## src/rtl/param_digital_lock_if.sv

```systemverilog
// Keypad lock bundle: debounced button pulses and mode level in, display/status out.
// Master drives the buttons; slave is the lock and drives the status lines.
interface param_digital_lock_if #(
   parameter int N_DIGITS = 3
);
   localparam int CW = (N_DIGITS > 1) ? $clog2(N_DIGITS) : 1;

   logic                  pos_btn;
   logic                  inc_btn;
   logic                  clr_btn;
   logic                  enter_btn;
   logic                  mode;
   logic [N_DIGITS*4-1:0] entry;
   logic [CW-1:0]         cursor;
   logic                  unlocked;
   logic                  lockout;
   logic [3:0]            tries_left;
   logic [2:0]            led_rgb;

   modport master (
      output pos_btn, inc_btn, clr_btn, enter_btn, mode,
      input  entry, cursor, unlocked, lockout, tries_left, led_rgb
   );

   modport slave (
      input  pos_btn, inc_btn, clr_btn, enter_btn, mode,
      output entry, cursor, unlocked, lockout, tries_left, led_rgb
   );
endinterface

```

## src/rtl/param_digital_lock.sv

```systemverilog
// N-digit BCD keypad lock with retry counting, timed lockout and password change.
// Every button takes effect one cycle after it is sampled; no backpressure, buttons ignored in lockout.
module param_digital_lock #(
   parameter int                        N_DIGITS     = 3,
   parameter int                        MAX_TRIES    = 3,
   parameter int unsigned               LOCKOUT_CYC  = 625_000_000,
   parameter logic [N_DIGITS*4-1:0]     DEFAULT_PASS = 12'h122
) (
   input  logic                clk,
   input  logic                rst_n,
   param_digital_lock_if.slave bus
);
   localparam int CW   = (N_DIGITS > 1) ? $clog2(N_DIGITS) : 1;
   localparam int CNTW = (LOCKOUT_CYC > 1) ? $clog2(LOCKOUT_CYC + 1) : 1;
   localparam int DW   = N_DIGITS * 4;

   localparam logic [1:0] S_LOCKED   = 2'd0;
   localparam logic [1:0] S_UNLOCKED = 2'd1;
   localparam logic [1:0] S_LOCKOUT  = 2'd2;

   localparam logic [3:0]      TRIES_INIT = 4'(MAX_TRIES);
   localparam logic [CNTW-1:0] CNT_LOAD   = CNTW'(LOCKOUT_CYC - 1);

   logic [1:0]      state_q, state_n;
   logic [DW-1:0]   entry_q, entry_n;
   logic [CW-1:0]   cursor_q, cursor_n;
   logic [3:0]      tries_q, tries_n;
   logic [DW-1:0]   pass_q, pass_n;
   logic [CNTW-1:0] cnt_q, cnt_n;
   logic            unlocked_q, lockout_q;
   logic [2:0]      led_q;

   always_comb begin
      state_n  = state_q;
      entry_n  = entry_q;
      cursor_n = cursor_q;
      tries_n  = tries_q;
      pass_n   = pass_q;
      cnt_n    = cnt_q;
      case (state_q)
         S_LOCKOUT: begin
            if (cnt_q == '0) begin
               state_n = S_LOCKED;
               tries_n = TRIES_INIT;
            end else begin
               cnt_n = cnt_q - 1'b1;
            end
         end
         S_LOCKED, S_UNLOCKED: begin
            if (bus.clr_btn) begin
               entry_n  = '0;
               cursor_n = '0;
            end else if (bus.enter_btn) begin
               entry_n  = '0;
               cursor_n = '0;
               if (state_q == S_LOCKED) begin
                  if (entry_q == pass_q) begin
                     state_n = S_UNLOCKED;
                     tries_n = TRIES_INIT;
                  end else if (tries_q > 4'd1) begin
                     tries_n = tries_q - 4'd1;
                  end else begin
                     tries_n = 4'd0;
                     state_n = S_LOCKOUT;
                     cnt_n   = CNT_LOAD;
                  end
               end else if (bus.mode) begin
                  pass_n = entry_q;
               end else begin
                  state_n = S_LOCKED;
               end
            end else begin
               // Increment uses the old cursor even when pos arrives in the same cycle.
               if (bus.inc_btn) begin
                  for (int i = 0; i < N_DIGITS; i++) begin
                     if (cursor_q == CW'(i)) begin
                        entry_n[i*4 +: 4] = (entry_q[i*4 +: 4] == 4'd9) ? 4'd0
                                                                        : entry_q[i*4 +: 4] + 4'd1;
                     end
                  end
               end
               if (bus.pos_btn) begin
                  cursor_n = (cursor_q == CW'(N_DIGITS - 1)) ? '0 : cursor_q + 1'b1;
               end
            end
         end
         default: state_n = S_LOCKED;
      endcase
   end

   always_ff @(posedge clk or negedge rst_n) begin
      if (!rst_n) begin
         state_q    <= S_LOCKED;
         entry_q    <= '0;
         cursor_q   <= '0;
         tries_q    <= TRIES_INIT;
         pass_q     <= DEFAULT_PASS;
         cnt_q      <= '0;
         unlocked_q <= 1'b0;
         lockout_q  <= 1'b0;
         led_q      <= 3'b100;
      end else begin
         state_q    <= state_n;
         entry_q    <= entry_n;
         cursor_q   <= cursor_n;
         tries_q    <= tries_n;
         pass_q     <= pass_n;
         cnt_q      <= cnt_n;
         unlocked_q <= (state_n == S_UNLOCKED);
         lockout_q  <= (state_n == S_LOCKOUT);
         case (state_n)
            S_UNLOCKED: led_q <= 3'b010;
            S_LOCKOUT:  led_q <= 3'b001;
            default:    led_q <= 3'b100;
         endcase
      end
   end

   assign bus.entry      = entry_q;
   assign bus.cursor     = cursor_q;
   assign bus.unlocked   = unlocked_q;
   assign bus.lockout    = lockout_q;
   assign bus.tries_left = tries_q;
   assign bus.led_rgb    = led_q;
endmodule

```

## src/flat_wrapper.sv

```systemverilog
// flat-port wrapper written by rule: the top's interface ports become plain ports
module param_digital_lock_flat 
#(
   parameter int                        N_DIGITS     = 3,
   parameter int                        MAX_TRIES    = 3,
   parameter int unsigned               LOCKOUT_CYC  = 625_000_000,
   parameter logic [N_DIGITS*4-1:0]     DEFAULT_PASS = 12'h122
)
  (clk, rst_n, bus_pos_btn, bus_inc_btn, bus_clr_btn, bus_enter_btn, bus_mode, bus_entry, bus_cursor, bus_unlocked, bus_lockout, bus_tries_left, bus_led_rgb);
  param_digital_lock_if #(.N_DIGITS(N_DIGITS)) bus_i ();
  input  logic clk;
  input  logic rst_n;
  input wire logic [$bits(bus_i.pos_btn)-1:0] bus_pos_btn;
  input wire logic [$bits(bus_i.inc_btn)-1:0] bus_inc_btn;
  input wire logic [$bits(bus_i.clr_btn)-1:0] bus_clr_btn;
  input wire logic [$bits(bus_i.enter_btn)-1:0] bus_enter_btn;
  input wire logic [$bits(bus_i.mode)-1:0] bus_mode;
  output wire logic [$bits(bus_i.entry)-1:0] bus_entry;
  output wire logic [$bits(bus_i.cursor)-1:0] bus_cursor;
  output wire logic [$bits(bus_i.unlocked)-1:0] bus_unlocked;
  output wire logic [$bits(bus_i.lockout)-1:0] bus_lockout;
  output wire logic [$bits(bus_i.tries_left)-1:0] bus_tries_left;
  output wire logic [$bits(bus_i.led_rgb)-1:0] bus_led_rgb;
  assign bus_i.pos_btn = bus_pos_btn;
  assign bus_i.inc_btn = bus_inc_btn;
  assign bus_i.clr_btn = bus_clr_btn;
  assign bus_i.enter_btn = bus_enter_btn;
  assign bus_i.mode = bus_mode;
  assign bus_entry = bus_i.entry;
  assign bus_cursor = bus_i.cursor;
  assign bus_unlocked = bus_i.unlocked;
  assign bus_lockout = bus_i.lockout;
  assign bus_tries_left = bus_i.tries_left;
  assign bus_led_rgb = bus_i.led_rgb;
  param_digital_lock #(.N_DIGITS(N_DIGITS), .MAX_TRIES(MAX_TRIES), .LOCKOUT_CYC(LOCKOUT_CYC), .DEFAULT_PASS(DEFAULT_PASS)) u_core (.clk(clk), .rst_n(rst_n), .bus(bus_i));
endmodule
```

## config.mk

```make
export PLATFORM = sky130hd
export DESIGN_NAME = param_digital_lock_flat
export DESIGN_NICKNAME = d
export VERILOG_FILES = /design/src/rtl/param_digital_lock_if.sv /design/src/rtl/param_digital_lock.sv /design/src/flat_wrapper.sv
export SDC_FILE = /design/constraint.sdc
export NUM_CORES = 1
export LEC_CHECK = 0
export ABC_AREA = 1
export BUFFER_PORTS_ARGS = -buffer_cell sky130_fd_sc_hd__buf_2
export CAP_MARGIN = 25
export CORE_ASPECT_RATIO = 0.6
export CORE_UTILIZATION = 40
export DETAILED_ROUTE_END_ITERATION = 10
export HOLD_SLACK_MARGIN = 0.12
export PLACE_DENSITY = 0.6
export SYNTH_ARGS = -nofsm -noshare
export SYNTH_HDL_FRONTEND = slang
export SYNTH_SLANG_ARGS = --single-unit
export TNS_END_PERCENT = 1
```

## constraint.sdc

```tcl
create_clock -name clk -period 1.96 [get_ports clk]
set_input_delay 0.392 -clock clk [delete_from_list [all_inputs] [get_ports clk]]
set_output_delay 0.392 -clock clk [all_outputs]
set_load 0.1 [all_outputs]
```

==> results of run 1 <==
[per-layer routing]
| metal | up-vias | track usage (%) |
|---|---|---|
| met5 | - | 0 |
| met1 | 1830 | 35.2 |
| met4 | 0 | 4.94 |
| met2 | 84 | 27.9 |
| li1 | 1927 | - |
| met3 | 7 | 5.49 |
[power by group through the flow]
stage,Clock (uW),Sequential [uW],Combinational [uW]
5_1_grt,1860,2350,4390
3_5_place_dp,0,2280,3930
3_3_place_gp,0,2250,3880
2_1_floorplan,0,3270,2010
6_report,1760,2290,4010
4_1_cts,1800,2270,3950
[synthesized netlist by cell type (2+ instances only)]
cell type    n
a21oi_1     10
and3_1       2
buf_2        4
buf_4        2
buf_6        6
clkbuf_1     4
dfrtp_1     59
dfstp_2      6
ha_1        11
inv_1       46
mux2_2       3
nand2_1    184
nand2_2      6
nand3_1     58
nand3_2      3
nand4_1      6
nor2_1      97
nor2_2       5
nor3_1       7
o21ai_0     19
o21bai_1     7
o22ai_1      5
or2_0        2
or2_2        6
xnor2_1      8
xor2_1       4
[per-stage QoR]
step	hold WS (ps)	TNS [ps]	instance area, um^2
finish	396	0	4860
global route	430	-3.52	4860
CTS	390	0	4830
detailed placement	440	0	4490
global placement	442	0	4490
floorplan	96.4	0	4120
[cell families (layout without fill, tap and decap cells)]
kind of cell,count (synthesis),in the layout,share of synthesized area [%]
xor+xnor,12,12,2.56
fa+ha+maj,11,11,3.36
flops,65,65,39.9
compound gates,42,42,5.80
buf+inv,64,112,7.26
mux,3,3,0.824
simple gates,383,383,40.3
[repair_timing]
item / in CTS / in global routing
endpoints found under the hold margin: 59 / 0
gates resized for setup: 0 / 6
hold buffers: 1 / 0
setup endpoints to repair: 0 / 20
[critical path, cell delays in order, from the launching register on]
cell and delay [ps]:
dfrtp_2 460, inv_1 140, nand2_1 70, nand2_1 90, nand2_1 50, nor2_1 120
nand3_2 160, o21ai_0 260, inv_1 80, ha_1 300
[worst min-delay path by stage]
| stage | from | end | slack, ps | cells past startpoint |
|---|---|---|---|---|
| after global placement | rst_n | u_core.cnt_q[25] | 440 | 2 |
| after floorplan | rst_n | u_core.bus.cursor[0] | 100 | 0 |
| after global routing | bus_pos_btn | u_core.bus.cursor[1] | 430 | 4 |
| final | bus_pos_btn | u_core.bus.cursor[1] | 400 | 4 |
| after CTS | bus_pos_btn | u_core.bus.cursor[1] | 390 | 4 |
| after detailed placement | rst_n | u_core.cnt_q[12] | 440 | 2 |
[flip-flops by register name (all words and copies together), names as in the netlist]
| name | cells |
|---|---|
| u_core.state_q | 2 |
| u_core.bus.tries_left | 4 |
| u_core.bus.entry | 12 |
| u_core.cnt_q | 30 |
| u_core.pass_q | 12 |
| u_core.bus.cursor | 2 |
| u_core.bus.led_rgb | 3 |
[area by class of cell]
cell class / count / share of cell area (%)
sequential: 65 / 34.1
inverter: 48 / 3.71
timing repair buffer: 48 / 6.91
clock inverter: 3 / 1.34
clock buffer: 13 / 5.36
tap: 135 / 3.48
multi-input combinational: 451 / 45.1
==> results.py, run 1 <==
metrics = {
    "synth": {
        "ys_ff_latch": 65,
        "async_flop_share_pct": 100,
        "ys_warn_count": 0,
        "synth_top_area_cell": "dfrtp_1",
        "synth-edff-count": 0,
        "syn-mean-instance-area_um2": 7.07,
        "synth_top_area_share_pct": 36.0,
        "synth_cell_types": 36,
        "synth-main-ff-cell": "dfrtp_1",
        "yosys-top-cells-area": "dfrtp_1 (36%), nand2_1 (17%), nor2_1 (8.9%)",
        "synth_nets": 598,
        "syn_inst": 580,
        "netlist_area_um2": 4100,
        "seq_area_frac_synth_pct": 39.9,
    },
    "floorplanning": {
        "dieWidth_um": 133,
        "ioPinCount": 30,
        "core.rowCount": 28,
        "initial_utilization_pct": 41.4,
        "coreArea_um2": 9910,
        "dieArea_um2": 10700,
        "die_height_um": 80.4,
    },
    "cts": {
        "insertion_delay_ps": 330,
        "root_buffer": "clkbuf_16",
        "cts_sinks": 65,
        "clkTransAtPathRegs_ps": 60,
        "cts_setup_buffers": 0,
        "cts_tree": "done",
        "numCtsBuffers": 9,
        "clockBufferDepth": 2,
        "h-tree-depth": 3,
    },
    "power": {
        "leakage_uw": 0.00244,
        "power_frac_comb_pct": 49.8,
        "p_per_area_nw_per_um2": 1660,
        "peakVddDrop_uv": 982,
        "pwr-share-seq_pct": 28.4,
        "power_switching_uw": 4050,
        "p_clk_share_pct": 21.9,
        "total_power_uw": 8060,
        "switching_share_pct": 50.2,
        "internal_power_uw": 4020,
    },
    "worst_setup_path": {
        "crit_required_ps": 2210,
        "regToRegEndpoint": "u_core.bus.led_rgb[2]",
        "cp-end-kind": "register",
        "reg2reg_from": "u_core.bus.entry[1]",
        "path_class": "reg -> reg",
        "cp.arrival_ps": 2070,
        "r2r.worst_path.cells": 9,
        "ff2ff_setup_slack_ps": 140,
        "worstSetupEndpoint": "u_core.bus.led_rgb[2]",
        "crit_start": "u_core.bus.entry[1]",
        "cp-start-kind": "register",
        "path_max_fanout": 6,
    },
    "detailed_routing": {
        "wl_per_cell_um": 14.1,
        "routed.top_layer": "met4",
        "wl_met3_um": 584,
        "wl_met1_um": 6050,
        "first_iter_violations": 323,
        "drc_errors": 0,
        "wl_met2_um": 4020,
        "drtPass1Iterations": 5,
        "num_vias": 3848,
        "routed_wirelength_um": 10700,
        "ant_nets": 0,
        "vias_per_cell": 5.04,
    },
    "timing": {
        "fin_crit_ps": 1820,
        "fmax_mhz": 550,
        "slew_violations": 0,
        "period_share_pct": 92.8,
        "finalHoldViolations": 0,
        "setup_viol": 0,
        "setup_ws_ps": 141,
        "worst_pin_slew_ps": 506,
        "slew-limit-headroom_pct": 66.5,
        "fin_skew_ps": 7.71,
    },
    "final_layout": {
        "syn2layout_area_growth_pct": 18.4,
        "diodes": 0,
        "final_layout_size_suffix_gt1_share_pct": 17.7,
        "stdcell_count": 763,
        "final_cell_mix": "nand2_1 (184), nor2_1 (97), nand3_1 (58), dfrtp_1 (47), inv_1 (44)",
        "multi_input_area_um2": 2190,
        "layout_commonest_cell": "nand2_1",
        "n_fill_cell": 984,
        "nNetsFinal": 641,
        "fin_util_pct": 49.0,
        "regArea_um2": 1660,
    },
    "global_routing": {
        "grt_max_degree": 66,
        "grt-ovfl-total": 0,
        "track_usage_pct": 21.9,
        "grt_pass1_wl_um": 17800,
        "grt_pass1_vias": 3347,
        "antenna_found_initial": 0,
    },
    "status": {
        "outcome": "finished, final reports clean",
    },
    "placed_design": {
        "numPortBuffers": 29,
        "pre_cts_ws_ps": 121,
        "hpwlAfterDp_um": 7880,
        "finalWeightedCongestion": 0.936,
        "dp_cells": 746,
    },
    "run": {
        "max_cap_viol_count": 0,
    },
    "worst_hold_path": {
        "hold_path.class": "in -> reg",
    },
}
Power figures use the tool's default switching activity.
==> run 2, diff against run 1 <==
--- a/config.mk
+++ b/config.mk
@@ -9,10 +9,10 @@
 export BUFFER_PORTS_ARGS = -buffer_cell sky130_fd_sc_hd__buf_2
 export CAP_MARGIN = 25
 export CORE_ASPECT_RATIO = 0.6
-export CORE_UTILIZATION = 40
+export CORE_UTILIZATION = 60
 export DETAILED_ROUTE_END_ITERATION = 10
 export HOLD_SLACK_MARGIN = 0.12
-export PLACE_DENSITY = 0.6
+export PLACE_DENSITY = 0.82
 export SYNTH_ARGS = -nofsm -noshare
 export SYNTH_HDL_FRONTEND = slang
 export SYNTH_SLANG_ARGS = --single-unit
==> results.py, run 2 (synthesized netlist as in run 1, its figures left out) <==
metrics = {
    "timing": {
        "rsz0062_at_grt": "no",
        "period_share_pct": 95.5,
        "fin_crit_ps": 1870,
        "slew-limit-headroom_pct": 66.8,
        "fin_skew_ps": 7.38,
        "tns_ps": 0,
        "finalHoldViolations": 0,
        "fmax_mhz": 534,
        "worst_pin_slew_ps": 502,
        "setup_viol": 0,
        "slew_violations": 0,
    },
    "cts": {
        "insertion_delay_ps": 340,
        "clockBufferDepth": 2,
        "cts_tree": "done",
        "root_buffer": "clkbuf_16",
        "numCtsBuffers": 9,
        "cts_setup_buffers": 0,
        "clkTransAtPathRegs_ps": 60,
        "h-tree-depth": 3,
        "cts_sinks": 65,
    },
    "detailed_routing": {
        "first_iter_violations": 308,
        "num_vias": 3984,
        "vias_per_cell": 5.60,
        "wl_per_cell_um": 15.2,
        "routed_wirelength_um": 10800,
        "ant_nets": 0,
        "drc_errors": 0,
        "drtPass1Iterations": 5,
    },
    "final_layout": {
        "nNetsFinal": 641,
        "regArea_um2": 1660,
        "multi_input_area_um2": 2170,
        "syn2layout_area_growth_pct": 15.0,
        "layout_commonest_cell": "nand2_1",
        "n_fill_cell": 484,
        "largest-register": "u_core.cnt_q",
        "largest_register_ffs": 30,
        "final_cell_mix": "nand2_1 (184), nor2_1 (96), nand3_1 (58), dfrtp_1 (47), inv_1 (44)",
        "final_layout_size_suffix_gt1_share_pct": 18.3,
        "diodes": 0,
        "design_area_um2": 4710,
    },
    "worst_setup_path": {
        "crit_required_ps": 2190,
        "cp-end-kind": "register",
        "path_class": "reg -> reg",
        "cp.arrival_ps": 2100,
        "path_max_fanout": 21,
        "cp-start-kind": "register",
    },
    "power": {
        "p_clk_share_pct": 19.4,
        "p_per_area_nw_per_um2": 1660,
        "pwr-share-seq_pct": 29.2,
        "internal_power_uw": 3700,
        "switching_share_pct": 52.6,
        "power_switching_uw": 4110,
        "leakage_uw": 0.00240,
        "power_frac_comb_pct": 51.4,
        "peakVddDrop_uv": 1560,
    },
    "floorplanning": {
        "ioPinCount": 30,
        "dieArea_um2": 7180,
        "coreArea_um2": 6360,
        "dieWidth_um": 109,
        "core.rowCount": 22,
        "die_height_um": 66.0,
        "initial_utilization_pct": 64.5,
    },
    "global_routing": {
        "track_usage_pct": 33.8,
        "grt_pass1_wl_um": 17900,
        "grt-ovfl-total": 0,
        "grt_pass1_vias": 3713,
        "antenna_found_initial": 0,
        "grt_max_degree": 66,
    },
    "placed_design": {
        "placed_area_um2": 4420,
        "numPortBuffers": 29,
        "hpwlAfterDp_um": 7710,
        "finalWeightedCongestion": 0.955,
    },
    "run": {
        "max_cap_viol_count": 0,
    },
    "worst_hold_path": {
        "hold_path.class": "in -> reg",
    },
    "status": {
        "outcome": "finished, final reports clean",
    },
}
==> run 2: per-layer routing <==
layer	global-route usage [%]	share of wire [%]
met5	0	0
met4	11.3	1.2
met2	49.6	43
met1	47.7	45
met3	9.85	11
==> run 2: repair_timing <==
action,4_1_cts,5_1_grt
resized for setup,0,3
hold buffers,1,0
endpoints found under the setup margin,0,20
endpoints found under the hold margin,59,0
==> run 2: worst max-delay path, stage by stage, from the launching register on <==
cell	delay (ps)
dfstp_4	650
inv_1	50
ha_1	230
o21ai_2	180
inv_2	90
nand3_2	110
nand2_4	140
buf_12	190
nand2_1	70
nand2_1	60
==> run 2: area by class of cell <==
class	instances	area share (%)
Timing Repair Buffer	48	6.69
Sequential cell	65	35.1
Inverter	48	3.82
Clock inverter	6	0.929
Multi-Input combinational cell	451	46.1
Tap cell	84	2.23
Clock buffer	10	5.07
==> run 2: path summary, 6_finish.rpt <==
check	cells after the start	to	from	slack, ps
worst max-delay path	9	u_core.cnt_q[4]	u_core.bus.tries_left[0]	90
worst min-delay path	4	u_core.bus.cursor[1]	bus_enter_btn	380
worst max register to register	9	u_core.cnt_q[4]	u_core.bus.tries_left[0]	90
worst min register to register	2	u_core.pass_q[1]	u_core.pass_q[1]	510
max in group asynchronous	3	u_core.pass_q[5]	rst_n	1030
min in group asynchronous	3	u_core.bus.entry[8]	rst_n	590
==> run 2: metrics by stage <==
step / total power (uW) / utilization, % / std cells / worst slack [ps] / hold WS (ps)
floorplan: 5290 / - / 580 / 8.98 / 96.4
global placement: 6030 / 69.4 / 695 / 199 / 435
detailed placement: 6180 / 69.4 / 695 / 80.8 / 431
CTS: 7730 / 74.0 / 712 / 52.7 / 374
global route: 8270 / 74.1 / 712 / 7.45 / 443
finish: 7810 / 74.1 / 712 / 88.7 / 378
==> run 2: power groups by stage <==
stage	Combinational [uW]	Clock, uW	Sequential, uW
floorplan	2010	0	3270
global placement	3790	0	2240
detailed placement	3900	0	2280
CTS	3940	1530	2260
global route	4350	1590	2340
finish	4020	1510	2280
==> run 3, diff against run 2 <==
--- a/config.mk
+++ b/config.mk
@@ -9,10 +9,11 @@
 export BUFFER_PORTS_ARGS = -buffer_cell sky130_fd_sc_hd__buf_2
 export CAP_MARGIN = 25
 export CORE_ASPECT_RATIO = 0.6
-export CORE_UTILIZATION = 60
+export CORE_UTILIZATION = 57
+export CTS_BUF_LIST = sky130_fd_sc_hd__clkbuf_2
 export DETAILED_ROUTE_END_ITERATION = 10
 export HOLD_SLACK_MARGIN = 0.12
-export PLACE_DENSITY = 0.82
+export PLACE_DENSITY = 0.79
 export SYNTH_ARGS = -nofsm -noshare
 export SYNTH_HDL_FRONTEND = slang
 export SYNTH_SLANG_ARGS = --single-unit
==> results.py, run 3 (synthesized netlist as in run 1, its figures left out) <==
metrics = {
    "cts": {
        "root_buffer": "clkbuf_2",
        "numCtsBuffers": 9,
        "clkTransAtPathRegs_ps": 200,
        "cts_tree": "done",
        "clockBufferDepth": 2,
        "cts_sinks": 65,
        "insertion_delay_ps": 550,
        "h-tree-depth": 3,
    },
    "worst_setup_path": {
        "cp.depth": 1,
        "worst-path-buf-inv": 1,
        "crit_start": "u_core.bus.tries_left[2]",
        "cp.arrival_ps": 1490,
        "crit_required_ps": 1570,
        "cpPeakStageDelay_ps": 480,
        "path_class": "reg -> out",
        "reg2reg_from": "u_core.cnt_q[0]",
        "ff2ff_setup_slack_ps": 100,
        "critPathTopFamily": "flip-flops",
        "crit_slowest_cell": "dfrtp_1",
        "regToRegEndpoint": "u_core.cnt_q[26]",
        "cp-start-kind": "register",
        "cp-end-kind": "output port",
        "cp_cell_sequence": "buf_2",
        "r2r.worst_path.cells": 10,
        "path_max_fanout": 5,
    },
    "timing": {
        "slew_violations": 0,
        "rsz0062_at_grt": "no",
        "fin_skew_ps": 30.8,
        "period_share_pct": 96.0,
        "setup_viol": 0,
        "finalHoldViolations": 0,
        "tns_ps": 0,
        "fin_crit_ps": 1880,
        "slew-limit-headroom_pct": 67.1,
        "fmax_mhz": 532,
        "worst_pin_slew_ps": 496,
    },
    "floorplanning": {
        "die_height_um": 67.7,
        "initial_utilization_pct": 60.1,
        "core.rowCount": 23,
        "ioPinCount": 30,
        "dieWidth_um": 111,
        "coreArea_um2": 6820,
        "dieArea_um2": 7550,
    },
    "worst_hold_path": {
        "hold_path.class": "in -> reg",
        "worstHoldPathCells": 5,
        "min_from": "bus_enter_btn",
        "hold-path-endpoint": "u_core.bus.cursor[1]",
    },
    "final_layout": {
        "final_layout_size_suffix_gt1_share_pct": 17.1,
        "syn2layout_area_growth_pct": 11.1,
        "diodes": 0,
        "largest_register_ffs": 30,
        "final_cell_mix": "nand2_1 (184), nor2_1 (95), nand3_1 (58), dfrtp_1 (47), inv_1 (44)",
        "largest-register": "u_core.cnt_q",
        "stdcell_count": 712,
        "layout_commonest_cell": "nand2_1",
        "nNetsFinal": 638,
    },
    "detailed_routing": {
        "num_vias": 3861,
        "drtPass1Iterations": 8,
        "ant_nets": 0,
        "vias_per_cell": 5.42,
        "routed_wirelength_um": 10300,
        "drc_errors": 6,
        "first_iter_violations": 395,
        "wl_per_cell_um": 14.5,
    },
    "placed_design": {
        "finalWeightedCongestion": 0.985,
        "dp_cells": 694,
        "numPortBuffers": 29,
        "hpwlAfterDp_um": 7450,
    },
    "global_routing": {
        "grt_pass1_wl_um": 17300,
        "antenna_found_initial": 0,
        "grt-ovfl-total": 0,
        "grt_max_degree": 66,
        "track_usage_pct": 30.5,
        "grt_pass1_vias": 3548,
    },
    "power": {
        "internal_power_uw": 3090,
        "p_clk_share_pct": 11.1,
        "power_switching_uw": 3930,
        "leakage_uw": 0.00233,
        "pwr-share-seq_pct": 32.7,
        "p_per_area_nw_per_um2": 1540,
        "peakVddDrop_uv": 886,
        "power_frac_comb_pct": 56.2,
        "total_power_uw": 7020,
        "switching_share_pct": 56.0,
    },
    "status": {
        "outcome": "finished, violations left",
        "violations": "DRC",
    },
    "run": {
        "max_cap_viol_count": 0,
    },
}
==> run 3: cell count changes in the layout (fill, tap and decap cells not counted), moves of 2 or more <==
cell / delta
buf_2: -6
buf_4: -4
buf_6: +2
clkbuf_16: -9
clkbuf_2: +10
clkbuf_4: +3
clkinv_1: +4
clkinvlp_4: -4
o21ai_1: +2
==> run 3: per-stage QoR <==
| step | instance area, um^2 | hold slack [ps] | worst slack [ps] | util [%] |
|---|---|---|---|---|
| finish | 4560 | 258 | 79.0 | 66.8 |
| global placement | 4400 | 439 | 108 | 64.5 |
| global route | 4560 | 230 | 1.68 | 66.8 |
| CTS | 4530 | 214 | 0.718 | 66.4 |
| detailed placement | 4400 | 441 | 67.2 | 64.5 |
| floorplan | 4120 | 96.4 | 8.98 | - |
==> run 3: power by group through the flow <==
stage	clock network, uW	registers (uW)	logic (uW)
after detailed placement	0	2290	3840
after global routing	853	2350	4280
after floorplan	0	3270	2010
after CTS	798	2270	3880
final	776	2300	3950
after global placement	0	2280	3720
==> run 3: worst max path at each step <==
stage | to | slack (ps)
2_1_floorplan | u_core.bus.led_rgb[2] | 9
4_1_cts | bus_tries_left[0] | 0.7
5_1_grt | bus_tries_left[2] | 2
3_5_place_dp | u_core.bus.led_rgb[2] | 70
3_3_place_gp | u_core.bus.led_rgb[2] | 110
6_report | bus_tries_left[2] | 80
==> run 3: layout make-up <==
type / count / area, um^2
clock buffer: 10 / 50.0
clock inverter: 6 / 50.0
fill: 575 / 2260
inverter: 48 / 180
multi-input combinational: 451 / 2180
sequential: 65 / 1660
tap: 87 / 109
timing repair buffer: 45 / 330
==> run 3: metal layers <==
| layer | share of wire (%) | vias to the layer above | global-route usage (%) |
|---|---|---|---|
| met1 | 50 | 1768 | 44.1 |
| met5 | 0 | - | 0 |
| met2 | 40 | 159 | 43.9 |
| met4 | 0.85 | 0 | 8.95 |
| met3 | 9.8 | 11 | 8.89 |
| li1 | - | 1923 | - |
==> run 3: what timing repair did <==
action / CTS / global route
buffers inserted: 0 / 0
endpoints found under the setup margin: 3 / 33
hold buffers: 2 / 0
hold endpoints to repair: 66 / 0
resized for setup: 3 / 10
